**config.mk**
```make
export PLATFORM = sky130hd
export DESIGN_NAME = shift_arbiter_2r
export DESIGN_NICKNAME = d
export VERILOG_FILES = /design/src/rtl/shift_arbiter_2r.sv
export SDC_FILE = /design/constraint.sdc
export NUM_CORES = 1
export LEC_CHECK = 0
export CAP_MARGIN = 30
export CORE_MARGIN = 2
export CORE_UTILIZATION = 55
export CTS_BUF_LIST = sky130_fd_sc_hd__clkbuf_2 sky130_fd_sc_hd__clkbuf_4 sky130_fd_sc_hd__clkbuf_8
export DETAILED_ROUTE_END_ITERATION = 10
export GPL_TIMING_DRIVEN = 1
export PLACE_DENSITY = 0.93
export SYNTH_ARGS = -nofsm -noshare
export SYNTH_HDL_FRONTEND = slang
export SYNTH_SLANG_ARGS = --single-unit
```
**constraint.sdc**
```tcl
create_clock -name clk -period 5.1 [get_ports clk]
set_input_delay 1.53 -clock clk [delete_from_list [all_inputs] [get_ports clk]]
set_output_delay 1.53 -clock clk [all_outputs]
set_load 0.005 [all_outputs]
```
**src/rtl/shift_arbiter_2r.sv**
```systemverilog
// Two-requester round-robin front end sharing a single 16-bit shifter.
// Accept (IDLE) -> compute (EXEC) -> hold result until consumed (RESP).

module shifter_16b #(
    parameter int DATA_W = 16
) (
    input  logic [DATA_W-1:0] data_in,
    input  logic [1:0]        op,
    input  logic [3:0]        shamt,
    output logic [DATA_W-1:0] data_out
);
    // Rotates shift a doubled copy of the operand and keep the wrapped half.
    function automatic logic [DATA_W-1:0] shift_fn(input logic [DATA_W-1:0] x,
                                                   input logic [1:0]        code,
                                                   input logic [3:0]        s);
        logic [2*DATA_W-1:0] dbl;
        logic [DATA_W-1:0]   r;
        dbl = {x, x};
        r   = x;
        case (code)
            2'b00: r = x << s;
            2'b01: r = x >> s;
            2'b10: begin
                dbl = dbl << s;
                r   = dbl[2*DATA_W-1:DATA_W];
            end
            default: begin
                dbl = dbl >> s;
                r   = dbl[DATA_W-1:0];
            end
        endcase
        return r;
    endfunction

    assign data_out = shift_fn(data_in, op, shamt);
endmodule

module shift_arbiter_2r #(
    parameter int DATA_W = 16
) (
    input  logic              clk,
    input  logic              rst,
    input  logic              req0_valid,
    output logic              req0_ready,
    input  logic [DATA_W-1:0] req0_in,
    input  logic [1:0]        req0_op,
    input  logic [3:0]        req0_shift,
    input  logic              req1_valid,
    output logic              req1_ready,
    input  logic [DATA_W-1:0] req1_in,
    input  logic [1:0]        req1_op,
    input  logic [3:0]        req1_shift,
    output logic              rsp_valid,
    input  logic              rsp_ready,
    output logic              rsp_id,
    output logic [DATA_W-1:0] rsp_data,
    output logic              busy
);
    typedef enum logic [1:0] {IDLE, EXEC, RESP} state_t;

    state_t            state, state_nxt;
    logic              last_grant;
    logic              gnt_id;
    logic              accept;
    logic [DATA_W-1:0] opnd_in_p0;
    logic [1:0]        opnd_op_p0;
    logic [3:0]        opnd_shift_p0;
    logic              opnd_id_p0;
    logic [DATA_W-1:0] shift_out;

    shifter_16b #(.DATA_W(DATA_W)) u_shifter (
        .data_in  (opnd_in_p0),
        .op       (opnd_op_p0),
        .shamt    (opnd_shift_p0),
        .data_out (shift_out)
    );

    always_ff @(posedge clk) begin
        if (rst) state <= IDLE;
        else     state <= state_nxt;
    end

    always_comb begin
        state_nxt = state;
        case (state)
            IDLE:    if (req0_valid || req1_valid) state_nxt = EXEC;
            EXEC:    state_nxt = RESP;
            RESP:    if (rsp_ready) state_nxt = IDLE;
            default: state_nxt = IDLE;
        endcase
    end

    // On a tie the requester that did not win last time gets the grant.
    always_comb begin
        gnt_id     = 1'b0;
        accept     = 1'b0;
        req0_ready = 1'b0;
        req1_ready = 1'b0;
        busy       = (state != IDLE);
        if (state == IDLE) begin
            if (req0_valid && req1_valid) gnt_id = ~last_grant;
            else                          gnt_id = req1_valid;
            accept     = req0_valid || req1_valid;
            req0_ready = accept && !gnt_id;
            req1_ready = accept && gnt_id;
        end
    end

    // Stage p0: operands captured on accept only
    always_ff @(posedge clk) begin
        if (rst) begin
            opnd_in_p0    <= '0;
            opnd_op_p0    <= '0;
            opnd_shift_p0 <= '0;
            opnd_id_p0    <= 1'b0;
            last_grant    <= 1'b1;
        end else if (accept) begin
            opnd_in_p0    <= gnt_id ? req1_in    : req0_in;
            opnd_op_p0    <= gnt_id ? req1_op    : req0_op;
            opnd_shift_p0 <= gnt_id ? req1_shift : req0_shift;
            opnd_id_p0    <= gnt_id;
            last_grant    <= gnt_id;
        end
    end

    // Stage p1: result register, held until the consumer takes it
    always_ff @(posedge clk) begin
        if (rst) begin
            rsp_valid <= 1'b0;
            rsp_id    <= 1'b0;
            rsp_data  <= '0;
        end else if (state == EXEC) begin
            rsp_valid <= 1'b1;
            rsp_id    <= opnd_id_p0;
            rsp_data  <= shift_out;
        end else if (state == RESP && rsp_ready) begin
            rsp_valid <= 1'b0;
        end
    end
endmodule

```
* Yosys cells after proc, flatten, opt, wreduce, memory -nomap -nowiden *
Index checks and enable logic that the tools add are counted.

operators by class
  muxes and demuxes = 15
  shift-type cells = 4
  equality and inequality tests = 6
  bitwise logic cells = 1
  reductions and logical operators = 11

operator list
  operator              count
  $pmux W16 S3          1
  $shl A32 B4 Y32       1
  $shr A32 B4 Y16       1
  $mux W16              1
  $shl A16 B4 Y16       1
  $shr A16 B4 Y16       1
  $mux W1               8
  $mux W2               3
  $pmux W2 S3           1
  $eq A2 B1 Y1 const B  2
  $eq A2 B2 Y1 const B  2
  $logic_and A1 B1 Y1   4
  $logic_not A2 Y1      2
  $mux W4               1
  $reduce_bool A2 Y1    2
  $ne A2 B1 Y1 const B  1
  $ne A2 B2 Y1 const B  1
  $reduce_and A2 Y1     1
  $logic_not A1 Y1      1
  $logic_or A1 B1 Y1    1
  $not A1 Y1            1

word-level totals
  flip-flop bits (word level) = 44
  bits of input ports = 49
  logic and storage cells = 46
  output and inout bits = 21

* Depth between registers and ports, before layout *
  depth in word-level cells = 6
  depth in mapped cells = 9
  mapped depth without buffers = 5

* Hierarchy *
From an unflattened synthesis, not the netlist that was laid out.

unflattened totals
  cells, all modules = 487
  area total of the unflattened synthesis = 4047.6 µm²

by module, submodules not included
  module            seq. area each (µm²)  cells each  area each (µm²)  times used
  shift_arbiter_2r  880.8                 234         2030.7           1
  shifter_16b       0.0                   253         2016.9           1

* Least setup slack after synthesis *
Ideal clock, no wire load.

  path kind = input port to output port
  start = input req0_valid
  end = output req1_ready
  setup slack = 1400 ps
  stages = 4
  buffers on the path = 1
  required time = 3570 ps
  arrival = 2170 ps
  path through = nand2_1 -> nand3_1 -> inv_1 -> clkbuf_1

on the way
  cells in the longest elaborated chain, start to end = 5
  elaborated cells on any way between the ends = 6
  classes of those cells = mux: 3; reduce/logical: 3

ends and longest elaborated chain
  what                   RTL line  text
  start, declared        43        input logic req0_valid,
  $logic_and A1 B1 Y1    101       if (req0_valid && req1_valid) gnt_id = ~last_grant;
  $mux W1                101
  $mux W1                100       if (state == IDLE) begin
  $logic_and A1 B1 Y1 *  105       req1_ready = accept && gnt_id;
  $mux W1 *              100
  end, declared          49        output logic req1_ready,

Every way passes the cells marked *; elsewhere a longest branch is shown, timed or not. The select of a mux whose other input is x is not followed.

* Worst setup path in the final report *
Ends and elaborated chain as after synthesis.

==> flow_metrics.env <==
export IMPL_status="completed"
export IMPL_mappedNetlistArea_mm2=0.00387
export IMPL_synth_sequential_area_ratio_pct=22.7
export IMPL_postCtsHoldBufs=0
export IMPL_yosys_most_used_dff="sky130_fd_sc_hd__dfxtp_1"
export IMPL_critPathMostFrequentCell="sky130_fd_sc_hd__clkdlybuf4s50_1"
export IMPL_dr_first_iter_drc_count=498
export IMPL_layout_area_seq_um2=883
export IMPL_portBuffers=69
export IMPL_numPlacedInstances=574
export IMPL_hold_violations=0
export IMPL_drcViolationCount=0
export IMPL_post_layout_nonfiller_instances=582
export IMPL_crit_reg2reg_capture="rsp_data[8]$_SDFFE_PP0P_"
export IMPL_cell_count_of_the_worst_hold_path=2
export IMPL_setup_viol=0
export IMPL_timing_max_slew_rel_slack_pct=37.8
export IMPL_first_global_vias=3493
export IMPL_drt_wl_total_mm=10.7
export IMPL_synth_largest_area_cell="sky130_fd_sc_hd__dfxtp_1"
export IMPL_clk_latency_ns=0.30
export IMPL_powerDensity_mw_per_mm2=279
export IMPL_max_cap_violations=0
export IMPL_unrepaired_setup_endpoints_after_global_routing="no"
export IMPL_synth_top_cells_by_area="sky130_fd_sc_hd__dfxtp_1 23%, sky130_fd_sc_hd__mux4_2 17%, sky130_fd_sc_hd__nand2_1 7.3%"
export IMPL_timing_worst_slew_pin_value_ns=0.934
export IMPL_fp_rows=30
export IMPL_critical_path_reg2reg_startpoint="opnd_shift_p0[1]$_SDFFE_PP0P_"
export IMPL_cell_area_after_placement_mm2=0.00446
export IMPL_setup_worst_path_end_class="output pin"
export IMPL_yosys_warning_count=0
export IMPL_clkSinkCount=44
export IMPL_hold_path_class="reg -> reg"
export IMPL_initial_util_pct=57.0
export IMPL_cpMaxStageDelayCell="sky130_fd_sc_hd__clkdlybuf4s50_1"
export IMPL_clk_transition_reported_paths_ns=0.09
export IMPL_antennaDiodeCount=0
export IMPL_cell_count_after_synthesis=454
export IMPL_pin_count_of_the_biggest_net_entering_global_routing=50
export IMPL_leakagePower_uw=0.00160
export IMPL_path_class="in -> out"
export IMPL_cp_slowest_stage_delay_ns=0.52
export IMPL_worstHoldStart="rsp_data[9]$_SDFFE_PP0P_"
export IMPL_detailroute_via_count=3878
export IMPL_drt_pass1_iter_count=6
export IMPL_globalRouteOverflowTotal=0
export IMPL_routedWlPerCell_um=18.4
export IMPL_wire_length_of_the_first_global_routing_pass_mm=17.1
export IMPL_cts_resized=0
export IMPL_clock_path_buffers=2
export IMPL_cp_arrival_ns=2.82
export IMPL_edff_count_synth=0
export IMPL_final_max_slew_viol_count=0
export IMPL_drt_antenna_violating_nets=0
export IMPL_dieHeight_um=87.9
export IMPL_dpl_hpwl_mm=7.85
export IMPL_hold_path_endpoint="rsp_data[9]$_SDFFE_PP0P_"
export IMPL_filler_cell_count=534
export IMPL_final_period_utilization_pct=85.3
export IMPL_groute_usage_overall_pct=28.1
export IMPL_tritoncts="done"
export IMPL_core_area_mm2=0.00679
export IMPL_finalWeightedCongestion=0.961
export IMPL_area_growth_pct=17.6
export IMPL_crit_fanout=4
export IMPL_cts_setup_buffers=0
export IMPL_design_final_nets=535
export IMPL_finalSetupTns_ns=0
export IMPL_tmin_final_ns=4.35
export IMPL_synth_area_per_cell_um2=8.54
export IMPL_timing_reg2reg_worst_path_depth=6
export IMPL_synth_top_area_share_pct=22.7
export IMPL_synth_ff_latch_count=44
export IMPL_synth_async_sr_flop_share_pct=0
export IMPL_die_width_um=87.9
export IMPL_drive_gt1_share_pct=13.8
export IMPL_antenna_found_initial=0
export IMPL_fin_area_mm2=0.00456
export IMPL_clock_fmax_ghz=0.230
export IMPL_clock_tree_root_cell="sky130_fd_sc_hd__clkbuf_8"
export IMPL_fin_skew_ns=0.0119
export IMPL_crit_path_start_kind="primary input"
export IMPL_die_area_mm2=0.00773
export IMPL_vdd_ir_drop_max_mv=0.166
export IMPL_synth_fp_nets=503
export IMPL_detail_route_vias_per_cell=6.66
export IMPL_htreeDepth=2
export IMPL_cp_cell_sequence="clkdlybuf4s50_1, nand2_1, nand3_1, inv_1, clkdlybuf4s50_1"
export IMPL_slack_of_the_worst_reg_to_reg_path_ns=2.33
export IMPL_post_synth_num_cell_types=57
export IMPL_multiInputGateArea_mm2=0.00267
export IMPL_io_pin_count=70
export IMPL_tritoncts_num_buffers=5
export IMPL_required_ns=3.57
-- layer usage --
metal	track usage, %	share of wire (%)	routed length [µm]	up-vias
met1	37.3	38	4110	1790
met4	10.1	2.5	269	0
met2	44.6	47	5040	269
met5	0	0	0	-
met3	7.07	12	1280	34
li1	-	-	-	1785
-- layout by cell type (no fill, tap or decap), drive strengths merged, types with 3 or more instances in the layout --
cell           count
nor2b              9
a221oi             5
a311oi            26
o41ai              3
nand2b             5
inv                8
nor2              45
mux4              32
a21oi             19
nand3             11
a31oi             13
dfxtp             44
o221ai             5
nor3               5
clkbuf             5
mux2              14
clkdlybuf4s50     69
mux2i             19
o211ai             6
buf                9
nand2             75
o31ai              3
o21ai             20
-- worst max path at each step --
| stage | from | endpoint | slack, ns | cells after the start |
|---|---|---|---|---|
| floorplan | req0_valid | req1_ready | 1.40 | 4 |
| global placement | req1_valid | req0_ready | 0.86 | 5 |
| detailed placement | req0_valid | req1_ready | 0.77 | 5 |
| CTS | req0_valid | req1_ready | 0.78 | 5 |
| global route | req1_valid | req0_ready | 0.68 | 5 |
| finish | req0_valid | req1_ready | 0.75 | 5 |
-- power breakdown --
part / internal (µW) / total [µW] / switching [µW]
clock: 92.9 / 215 / 123
sequential: 384 / 492 / 108
combinational: 288 / 566 / 278
-- logic make-up after synthesis --
group | count (synthesis) | share of synthesized area [%]
compound gates | 122 | 23.0
flops | 44 | 22.7
mux | 65 | 27.9
buf+inv | 62 | 8.36
simple gates | 161 | 18.0
-- synthesized netlist by cell type (all sizes together), types with 9 or more instances --
| cell type | count |
|---|---|
| clkbuf | 31 |
| a31oi | 13 |
| nand3 | 11 |
| mux2 | 14 |
| mux4 | 32 |
| nor2b | 9 |
| buf | 22 |
| nand2 | 75 |
| dfxtp | 44 |
| a21oi | 19 |
| a311oi | 26 |
| o21ai | 20 |
| nor2 | 45 |
| mux2i | 19 |
-- area by class of cell --
type | count | share of cell area, %
clock inverters | 2 | 0.275
flip-flops and latches | 44 | 19.4
multi-input cells | 348 | 58.6
clock buffers | 5 | 1.51
well taps | 96 | 2.64
repair buffers | 78 | 16.8
inverters | 9 | 0.741
-- registers in the layout, summed over array words and instances (netlist names) --
| register | count |
|---|---|
| last_grant | 1 |
| opnd_id_p0 | 1 |
| opnd_in_p0 | 16 |
| opnd_op_p0 | 2 |
| opnd_shift_p0 | 4 |
| rsp_data | 16 |
| rsp_id | 1 |
| rsp_valid | 1 |
| state | 2 |
-- metrics by stage --
step	hold slack, ns	util, %	setup WS [ns]	total power [µW]
finish	0.453	67.1	0.748	1270
CTS	0.455	66.9	0.777	1260
global placement	0.433	65.7	0.859	1030
global route	0.471	67.1	0.677	1340
floorplan	0.432	-	1.40	883
detailed placement	0.443	65.7	0.774	1050
-- critical path, delay by kind of cell --
kind / cells / cell delay (ns)
buffers and inverters: 3 / 1.10
and+or+nand+nor: 2 / 0.19
Power figures use the tool's default switching activity.
